<file path="src/rtl/dds_tdm_scheduler.sv">
// dds_tdm_scheduler: time-shares one dds pipeline among NUM_CH NCO channels.
// Round-robin issue of per-channel phase accumulators to the dds phase input,
// with a channel-tag delay line that re-attaches the channel index to the
// returning sin/cos sample.
module dds_tdm_scheduler #(
  parameter  int NUM_CH      = 4,
  parameter  int PHASE_DW    = 16,
  parameter  int OUT_DW      = 16,
  parameter  int DDS_LATENCY = 4,
  localparam int CH_W        = $clog2(NUM_CH)
) (
  input  logic                  clk,
  input  logic                  reset_n,
  input  logic                  start,
  input  logic                  stop,
  input  logic                  sample_en,
  input  logic                  cfg_wr,
  input  logic [CH_W-1:0]       cfg_ch,
  input  logic [PHASE_DW-1:0]   cfg_freq,
  input  logic                  cfg_en,
  input  logic                  cfg_clr,
  output logic [PHASE_DW-1:0]   m_phase_tdata,
  output logic                  m_phase_tvalid,
  input  logic [2*OUT_DW-1:0]   s_dds_tdata,
  input  logic                  s_dds_tvalid,
  output logic [2*OUT_DW-1:0]   m_axis_tdata,
  output logic                  m_axis_tvalid,
  output logic [CH_W-1:0]       m_axis_tuser,
  output logic                  busy,
  output logic                  done,
  output logic                  tag_err
);

  typedef enum logic [1:0] {
    S_IDLE,
    S_RUN,
    S_FLUSH
  } state_t;

  localparam int FCNT_W = $clog2(DDS_LATENCY + 2);

  state_t                state, state_nxt;
  logic [FCNT_W-1:0]     flush_cnt;
  logic                  flush_last;

  logic [PHASE_DW-1:0]   acc  [NUM_CH];
  logic [PHASE_DW-1:0]   freq [NUM_CH];
  logic [NUM_CH-1:0]     en;
  logic [CH_W-1:0]       rr_ptr;

  logic [CH_W-1:0]       sel_ch;
  logic                  any_en;
  logic                  issue;
  logic                  cfg_ok;

  logic                  tag_v  [DDS_LATENCY];
  logic [CH_W-1:0]       tag_ch [DDS_LATENCY];

  assign flush_last = (state == S_FLUSH) && (flush_cnt == FCNT_W'(DDS_LATENCY));
  assign busy       = (state != S_IDLE);
  assign issue      = (state == S_RUN) && !stop && sample_en && any_en;
  assign cfg_ok     = (32'(cfg_ch) < 32'(NUM_CH));

  // State register.
  always_ff @(posedge clk) begin
    if (!reset_n) state <= S_IDLE;
    else          state <= state_nxt;
  end

  // Next-state logic: stop has priority over start while running.
  always_comb begin
    state_nxt = state;
    unique case (state)
      S_IDLE:  if (start)      state_nxt = S_RUN;
      S_RUN:   if (stop)       state_nxt = S_FLUSH;
      S_FLUSH: if (flush_last) state_nxt = S_IDLE;
      default:                 state_nxt = S_IDLE;
    endcase
  end

  // Flush length counter and the done pulse on FLUSH->IDLE.
  always_ff @(posedge clk) begin
    if (!reset_n) begin
      flush_cnt <= '0;
      done      <= 1'b0;
    end else begin
      flush_cnt <= (state == S_FLUSH) ? flush_cnt + 1'b1 : '0;
      done      <= flush_last;
    end
  end

  // Round-robin pick: first enabled channel after rr_ptr, wrapping.
  always_comb begin
    any_en = 1'b0;
    sel_ch = '0;
    for (int unsigned k = 1; k <= 32'(NUM_CH); k++) begin
      logic [CH_W-1:0] idx;
      idx = CH_W'((32'(rr_ptr) + k) % 32'(NUM_CH));
      if (!any_en && en[idx]) begin
        any_en = 1'b1;
        sel_ch = idx;
      end
    end
  end

  // Per-channel accumulators and config; the config write is placed after the
  // issue update so a same-cycle cfg_clr on the issuing channel overrides it.
  always_ff @(posedge clk) begin
    if (!reset_n) begin
      for (int unsigned i = 0; i < 32'(NUM_CH); i++) begin
        acc[i]  <= '0;
        freq[i] <= '0;
      end
      en <= '0;
    end else begin
      if (issue) acc[sel_ch] <= acc[sel_ch] + freq[sel_ch];
      if (cfg_wr && cfg_ok) begin
        freq[cfg_ch] <= cfg_freq;
        en[cfg_ch]   <= cfg_en;
        if (cfg_clr) acc[cfg_ch] <= '0;
      end
    end
  end

  // Issue register towards the dds phase input.
  always_ff @(posedge clk) begin
    if (!reset_n) begin
      m_phase_tdata  <= '0;
      m_phase_tvalid <= 1'b0;
      rr_ptr         <= CH_W'(NUM_CH - 1);
    end else begin
      m_phase_tvalid <= issue;
      if (issue) begin
        m_phase_tdata <= acc[sel_ch];
        rr_ptr        <= sel_ch;
      end
    end
  end

  // Tag delay line; the issue register acts as stage 0 (rr_ptr holds the
  // issued channel), so DDS_LATENCY extra stages line up with s_dds_tvalid.
  always_ff @(posedge clk) begin
    if (!reset_n) begin
      for (int unsigned i = 0; i < 32'(DDS_LATENCY); i++) begin
        tag_v[i]  <= 1'b0;
        tag_ch[i] <= '0;
      end
    end else begin
      tag_v[0]  <= m_phase_tvalid;
      tag_ch[0] <= rr_ptr;
      for (int unsigned i = 1; i < 32'(DDS_LATENCY); i++) begin
        tag_v[i]  <= tag_v[i-1];
        tag_ch[i] <= tag_ch[i-1];
      end
    end
  end

  // Tagged output register and sticky tag/valid consistency flag.
  always_ff @(posedge clk) begin
    if (!reset_n) begin
      m_axis_tdata  <= '0;
      m_axis_tvalid <= 1'b0;
      m_axis_tuser  <= '0;
      tag_err       <= 1'b0;
    end else begin
      m_axis_tdata  <= s_dds_tdata;
      m_axis_tvalid <= s_dds_tvalid;
      m_axis_tuser  <= tag_ch[DDS_LATENCY-1];
      tag_err       <= tag_err | (tag_v[DDS_LATENCY-1] != s_dds_tvalid);
    end
  end

endmodule
</file>
<file path="config.mk">
export PLATFORM = sky130hd
export DESIGN_NAME = dds_tdm_scheduler
export DESIGN_NICKNAME = d
export VERILOG_FILES = /design/src/rtl/dds_tdm_scheduler.sv
export SDC_FILE = /design/constraint.sdc
export NUM_CORES = 1
export LEC_CHECK = 0
export CORE_AREA = 3 3 188 116
export DETAILED_ROUTE_END_ITERATION = 7
export DIE_AREA = 0 0 191 119
export GPL_ROUTABILITY_DRIVEN = 0
export HOLD_SLACK_MARGIN = 0.08
export PLACE_DENSITY_LB_ADDON = 0.2
export SYNTH_ARGS = -nofsm -noshare
export SYNTH_HDL_FRONTEND = slang
export SYNTH_SLANG_ARGS = --single-unit
</file>
<file path="constraint.sdc">
create_clock -name clk -period 4.32 [get_ports clk]
set_clock_uncertainty 0.1 [all_clocks]
set_input_delay 0.432 -clock clk [delete_from_list [all_inputs] [get_ports clk]]
set_output_delay 0.432 -clock clk [all_outputs]
set_load 0.02 [all_outputs]
</file>
==> impl_metrics.toml, run 1 <==
[status]
outcome = "complete, no violations"

[timing]
max_freq_mhz = 240.1
fin_hold_ws_ns = 0.3007
slew_headroom_pct = 39.48
finalCritPeriodShare_pct = 96.39
finalSetupViolCount = 0
worstMarginPinSlew_ns = 0.9078
final_hold_viol_count = 0
period_needed_ns = 4.164
final_max_slew_viol_count = 0

[die]
initial_core_util_pct = 45.17
die_h_um = 119
dieArea_um2 = 22730
rows = 40
die_w_um = 191
core_um2 = 20070
boundaryPins = 114

[setup_path]
critical_path_class = "flop to flop"
startpoint = "en[0]"
cp-endpoint = "acc[3][14]"
worst-path-max-fanout = 10
end_kind = "flop"
start_kind = "flop"
rrSetupSlack_ns = 0.16
r2r-end = "acc[3][14]"
r2r_start = "en[0]"
required_ns = 4.64
crit_arrival_ns = 4.49
r2r_cells = 17

[finish]
antenna_cells = 0
area_delta_synth_final_pct = 26.75
layout.nets = 1182
drive_gt1_share_pct = 9.294
fin_cells = 1392

[routing]
drtIter0Drc = 610
wire_per_inst_um = 18.71
vias = 7581
vias_per_cell = 5.446
drtAntennaViolNets = 0
wirelength_um = 26040
wl_met2_um = 10560
topRoutingLayerUsed = "met4"
drc = 0
drt_pass1_iterations = 5
met3_length_um = 2412
wl_met1_um = 12570

[logic_synthesis]
yosysSeqAreaShare_pct = 52.33
synthArstFlopShare_pct = 0
synth_warnings = 0
synth_cells = 986
ys_types = 52
synth_area_per_cell_um2 = 9.195
syn_area_um2 = 9066
ys_ff_latch = 205
synthFlopType = "dfxtp_1"
synth_edf_count = 64
synth_nets = 1063

[global_route]
grt_max_degree = 56
grt.overflow.total = 0
first_global_vias = 7037
track_usage_pct = 22.10
antenna_found_initial = 0
grt_pass1_wl_um = 40100

[clocking]
cts_buffer_depth = 3
cts_hold_buffers = 0
cts_buffers = 20
clock-sinks = 205
root_buffer = "clkbuf_16"
htree_levels = 1
clk_pin_slew_ns = 0.06
clkLatencyLatePin_ns = 0.50
cts_tree = "done"

[placement]
hpwl_um = 17350
placed_cells = 1345
io_buffers = 113

[pwr]
p_leak_uw = 0.004377
powerDensity_nw_per_um2 = 410.8
vdd_drop_max_mv = 0.2785

[worst_hold_path]
worstHoldPathType = "input port to flop"
hold-path-cell-count = 3

[job]
maxCapViolCount = 0
==> routing by layer <==
metal / up-vias / track usage, %
met5: - / 0
met4: 0 / 4.718
met3: 37 / 4.531
met2: 328 / 31.80
met1: 3569 / 34.07
li1: 3647 / -
==> worst max-delay path, stage by stage, from the launching register on <==
cell and delay (ns):
dfxtp_2 0.39, or2_4 0.29, a311oi_4 0.25, buf_4 0.20
buf_6 0.15, and2_1 0.13, a211oi_1 0.04, a31oi_1 0.24
inv_1 0.11, fa_2 0.43, a211o_1 0.31, a32oi_2 0.28
a311oi_1 0.13, buf_4 0.17, o31ai_2 0.27, a211oi_1 0.11
a221o_1 0.33, o21ai_1 0.14
==> synthesized netlist by cell type, types with 7 or more instances <==
master	count	area, um2
nand2_1	148	555.5
dfxtp_1	141	2823
nor2_1	109	409.1
and2_1	83	519.3
edfxtp_1	64	1922
clkbuf_1	54	202.7
a21oi_1	48	240.2
nand3_1	48	240.2
a31oi_1	39	244.0
a211oi_1	33	247.7
mux2i_1	29	290.3
inv_1	28	105.1
ha_1	17	212.7
xnor2_1	16	140.1
nand2b_1	12	75.07
or3_1	11	68.82
xor2_1	10	87.58
and3_1	9	56.30
nor3_1	9	45.04
buf_1	8	30.03
nand4_1	8	50.05
a22oi_1	7	52.55
==> cell usage in the layout, fill, tap and decap left out, drive strengths merged, types with 7 or more instances in the layout <==
cell type	instances
nand2b	12
nand2	148
nor2	109
a21oi	48
clkdlybuf4s50	112
nand3	48
xnor2	16
a22oi	7
ha	17
and3	9
edfxtp	64
clkbuf	32
nand4	8
or3	11
nor3	9
a31oi	40
xor2	10
buf	46
and2	83
mux2i	29
a211oi	33
dfxtp	141
o21ai	12
inv	28
==> stage by stage <==
step,instance area [um2],setup WS (ns),TNS (ns),total power (uW),utilization (%)
detailed placement,10620,-0.01223,-0.03912,2852,52.93
global placement,10620,0.1139,0,2843,52.93
CTS,11340,0.02137,0,4727,56.50
floorplan,9085,0.002992,0,2568,-
global route,11490,-0.03479,-0.09134,4912,57.26
finish,11490,0.1559,0,4720,57.26
==> layout make-up <==
cell class	instances	area (um2)
fill	1755	8578
sequential	205	4750
multi-input combinational	692	4100
timing repair buffer	158	1485
clock buffer	32	636.9
tap	273	341.6
inverter	28	105.1
clock inverter	4	72.57
==> state kept, by name (all words and copies together), names as in the netlist <==
register,flops
tag_ch,8
tag_v,4
state,2
acc,64
tag_err,1
freq,64
rr_ptr,2
flush_cnt,3
m_axis_tvalid,1
m_axis_tuser,2
m_axis_tdata,32
en,4
m_phase_tvalid,1
m_phase_tdata,16
done,1
==> where the power goes <==
group          internal, uW  switching, uW
registers              2060           28.7
logic                   302            455
clock network          1130            743
==> how the worst min path moves through the flow <==
stage	endpoint	start	slack, ns
4_1_cts	acc[1][14]	reset_n	0.29
5_1_grt	acc[1][10]	reset_n	0.34
2_1_floorplan	m_axis_tuser[0]	tag_ch[3][0]	0.31
3_3_place_gp	tag_ch[1][0]	tag_ch[0][0]	0.31
6_report	acc[1][14]	reset_n	0.30
3_5_place_dp	tag_ch[1][0]	tag_ch[0][0]	0.32
==> cell families (layout without fill, tap and decap cells) <==
| family | count (synthesis) | after routing | share of synthesized area (%) |
|---|---|---|---|
| AND/OR/NAND/NOR | 451 | 451 | 23.32 |
| flip-flops | 205 | 205 | 52.33 |
| AO/OA/AOI/OAI | 165 | 167 | 12.09 |
| buffers and inverters | 91 | 222 | 3.850 |
| multiplexers | 30 | 30 | 3.326 |
| XOR/XNOR | 26 | 26 | 2.512 |
| adder cells (fa/ha/maj) | 18 | 18 | 2.567 |
==> repair_timing <==
item / in CTS / in global routing
endpoints found under the hold margin: 0 / 0
pin swaps: 0 / 4
buffers inserted: 1 / 7
cloned: 0 / 3
resized for setup: 0 / 14
setup endpoints to repair: 4 / 33
(Power assumes the default switching activity.)
==> inputs of run 2 (changes only) <==
Settings changed: PLACE_DENSITY set to 0.69, PLACE_DENSITY_LB_ADDON 0.2 to not set, SETUP_SLACK_MARGIN set to 0.5.
==> run 2 against run 1 <==
Compared with the run above: utilization rose by 3.0 points; total power rose by 2.8%; via count rose by 4.0%; largest power group unchanged.
==> impl_metrics.toml, run 2 (synthesized netlist as in run 1, its figures left out) <==
[setup_path]
r2r_cells = 16
worst-path-max-fanout = 8
start_kind = "flop"
cp.depth = 16
critPathMaxStageDelay_ns = 0.38
crit_path_frequent_cell = "a311oi_4"
path_buf_inv = 2
required_ns = 4.65
end_kind = "flop"
critPathTopFamily = "compound AO/OA/AOI/OAI gates"
startpoint = "en[1]"
r2r_start = "en[1]"
rrSetupSlack_ns = 0.35
r2r-end = "acc[0][14]"
cp-endpoint = "acc[0][14]"
critPathSlowestCell = "fa_2"
critical_path_class = "flop to flop"
cp_cell_sequence = "or2_4, a311oi_4, buf_12, and2_4, a211oi_2, a31oi_1, ha_2, inv_2, fa_2, nand3b_1, a32oi_2, a311oi_4, o31ai_2, a211oi_1, a221o_1, o21ai_1"
crit_arrival_ns = 4.30

[routing]
vias = 7882
drc = 0
drt_pass1_iterations = 5
wl_met1_um = 12250
met3_length_um = 2858
drtAntennaViolNets = 0
drtIter0Drc = 704
wire_per_inst_um = 19.12
topRoutingLayerUsed = "met4"
vias_per_cell = 5.559
wl_met2_um = 11340
wirelength_um = 27120

[timing]
final_hold_viol_count = 0
finalCritPeriodShare_pct = 91.87
period_needed_ns = 3.969
final_max_slew_viol_count = 0
setup-tns-final_ns = 0
slew_headroom_pct = 42.81
max_freq_mhz = 252.0
worstMarginPinSlew_ns = 0.8578
rsz0062_at_grt = "true"
finalSetupViolCount = 0

[pwr]
powerDensity_nw_per_um2 = 401.0
vdd_drop_max_mv = 0.2246
p_leak_uw = 0.004600

[placement]
placed_cells = 1340
placed_area_um2 = 10650
io_buffers = 113
hpwl_um = 17550

[die]
boundaryPins = 114
die_w_um = 191
rows = 40
core_um2 = 20070
dieArea_um2 = 22730
die_h_um = 119
initial_core_util_pct = 45.17

[finish]
layout.nets = 1208
final-seq-area_um2 = 4760
antenna_cells = 0
fin_cells = 1418
final_common_cell = "nand2_1"
nFillCells = 1657
largestRegisters = "acc (64), freq (64), m_axis_tdata (32)"
final_area_um2 = 12100
area_delta_synth_final_pct = 33.49
drive_gt1_share_pct = 14.85
fin_util_pct = 60.31
final_cell_mix = "nand2_1 (145), dfxtp_1 (135), clkdlybuf4s50_1 (112), nor2_1 (108), and2_1 (80)"
multi_input_area_um2 = 4388

[global_route]
grt.overflow.total = 0
first_global_vias = 7325
grt_pass1_wl_um = 40920
grt_max_degree = 57
track_usage_pct = 22.72
antenna_found_initial = 0

[clocking]
cts_tree = "done"
cts_buffer_depth = 3
root_buffer = "clkbuf_16"
cts_buffers = 20
htree_levels = 1
clk_pin_slew_ns = 0.07
clkLatencyLatePin_ns = 0.50
clock-sinks = 205

[job]
maxCapViolCount = 0

[worst_hold_path]
worstHoldPathType = "input port to flop"

[status]
outcome = "complete, no violations"
[run 2: cell types whose count changed in the layout (fill, tap and decap cells not counted), sizes merged]
cell and change:
buf +25, clkbuf -1, clkinvlp -1, o32ai -1
clkinv +4
[run 2: through the flow]
step	setup WS, ns	hold WS [ns]	power (uW)
floorplan	0.4136	0.3119	2584
global placement	0.2841	0.3145	2839
detailed placement	0.1895	0.3188	2846
CTS	0.4100	0.2929	4732
global route	0.2301	0.3078	5008
finish	0.3513	0.3141	4853
[run 2: layout make-up]
cell class	instances	area share (%)
Tap cell	273	2.822
Clock inverter	7	0.6926
Inverter	28	0.8684
Multi-Input combinational cell	691	36.26
Sequential cell	205	39.33
Timing Repair Buffer	185	15.06
Clock buffer	29	4.973
[run 2: repair_timing]
action,in CTS,in global routing
cloned,3,1
hold buffers,0,0
pin swaps,17,35
gates resized for setup,22,51
endpoints found under the setup margin,33,40
setup buffers,18,20
[run 2: how the worst min path moves through the flow]
| stage | startpoint | cells past startpoint | slack (ns) | end |
|---|---|---|---|---|
| finish | reset_n | 2 | 0.31 | m_axis_tdata[6] |
| global route | reset_n | 2 | 0.31 | m_axis_tdata[12] |
| CTS | reset_n | 2 | 0.29 | m_axis_tdata[3] |
| detailed placement | tag_v[1] | 1 | 0.32 | tag_v[2] |
| global placement | tag_v[0] | 1 | 0.31 | tag_v[1] |
| floorplan | tag_ch[3][0] | 1 | 0.31 | m_axis_tuser[0] |
[run 2: routing by layer]
metal	up-vias	track usage, %
li1	3712	-
met1	3708	33.35
met2	403	33.47
met3	59	5.413
met4	0	6.184
met5	-	0
[run 2: where the power goes]
part | switching, uW | internal, uW
sequential | 29.4 | 2060
combinational | 528 | 400
clock | 745 | 1090
total | 1300 | 3550
[run 2: worst register-to-register path: stages (launching register included)]
cell	delay, ns
dfxtp_4	0.36
or2_4	0.27
a311oi_4	0.32
buf_12	0.18
and2_4	0.15
a211oi_2	0.03
a31oi_1	0.24
ha_2	0.26
inv_2	0.04
fa_2	0.38
nand3b_1	0.23
a32oi_2	0.34
a311oi_4	0.18
o31ai_2	0.24
a211oi_1	0.10
a221o_1	0.33
o21ai_1	0.15
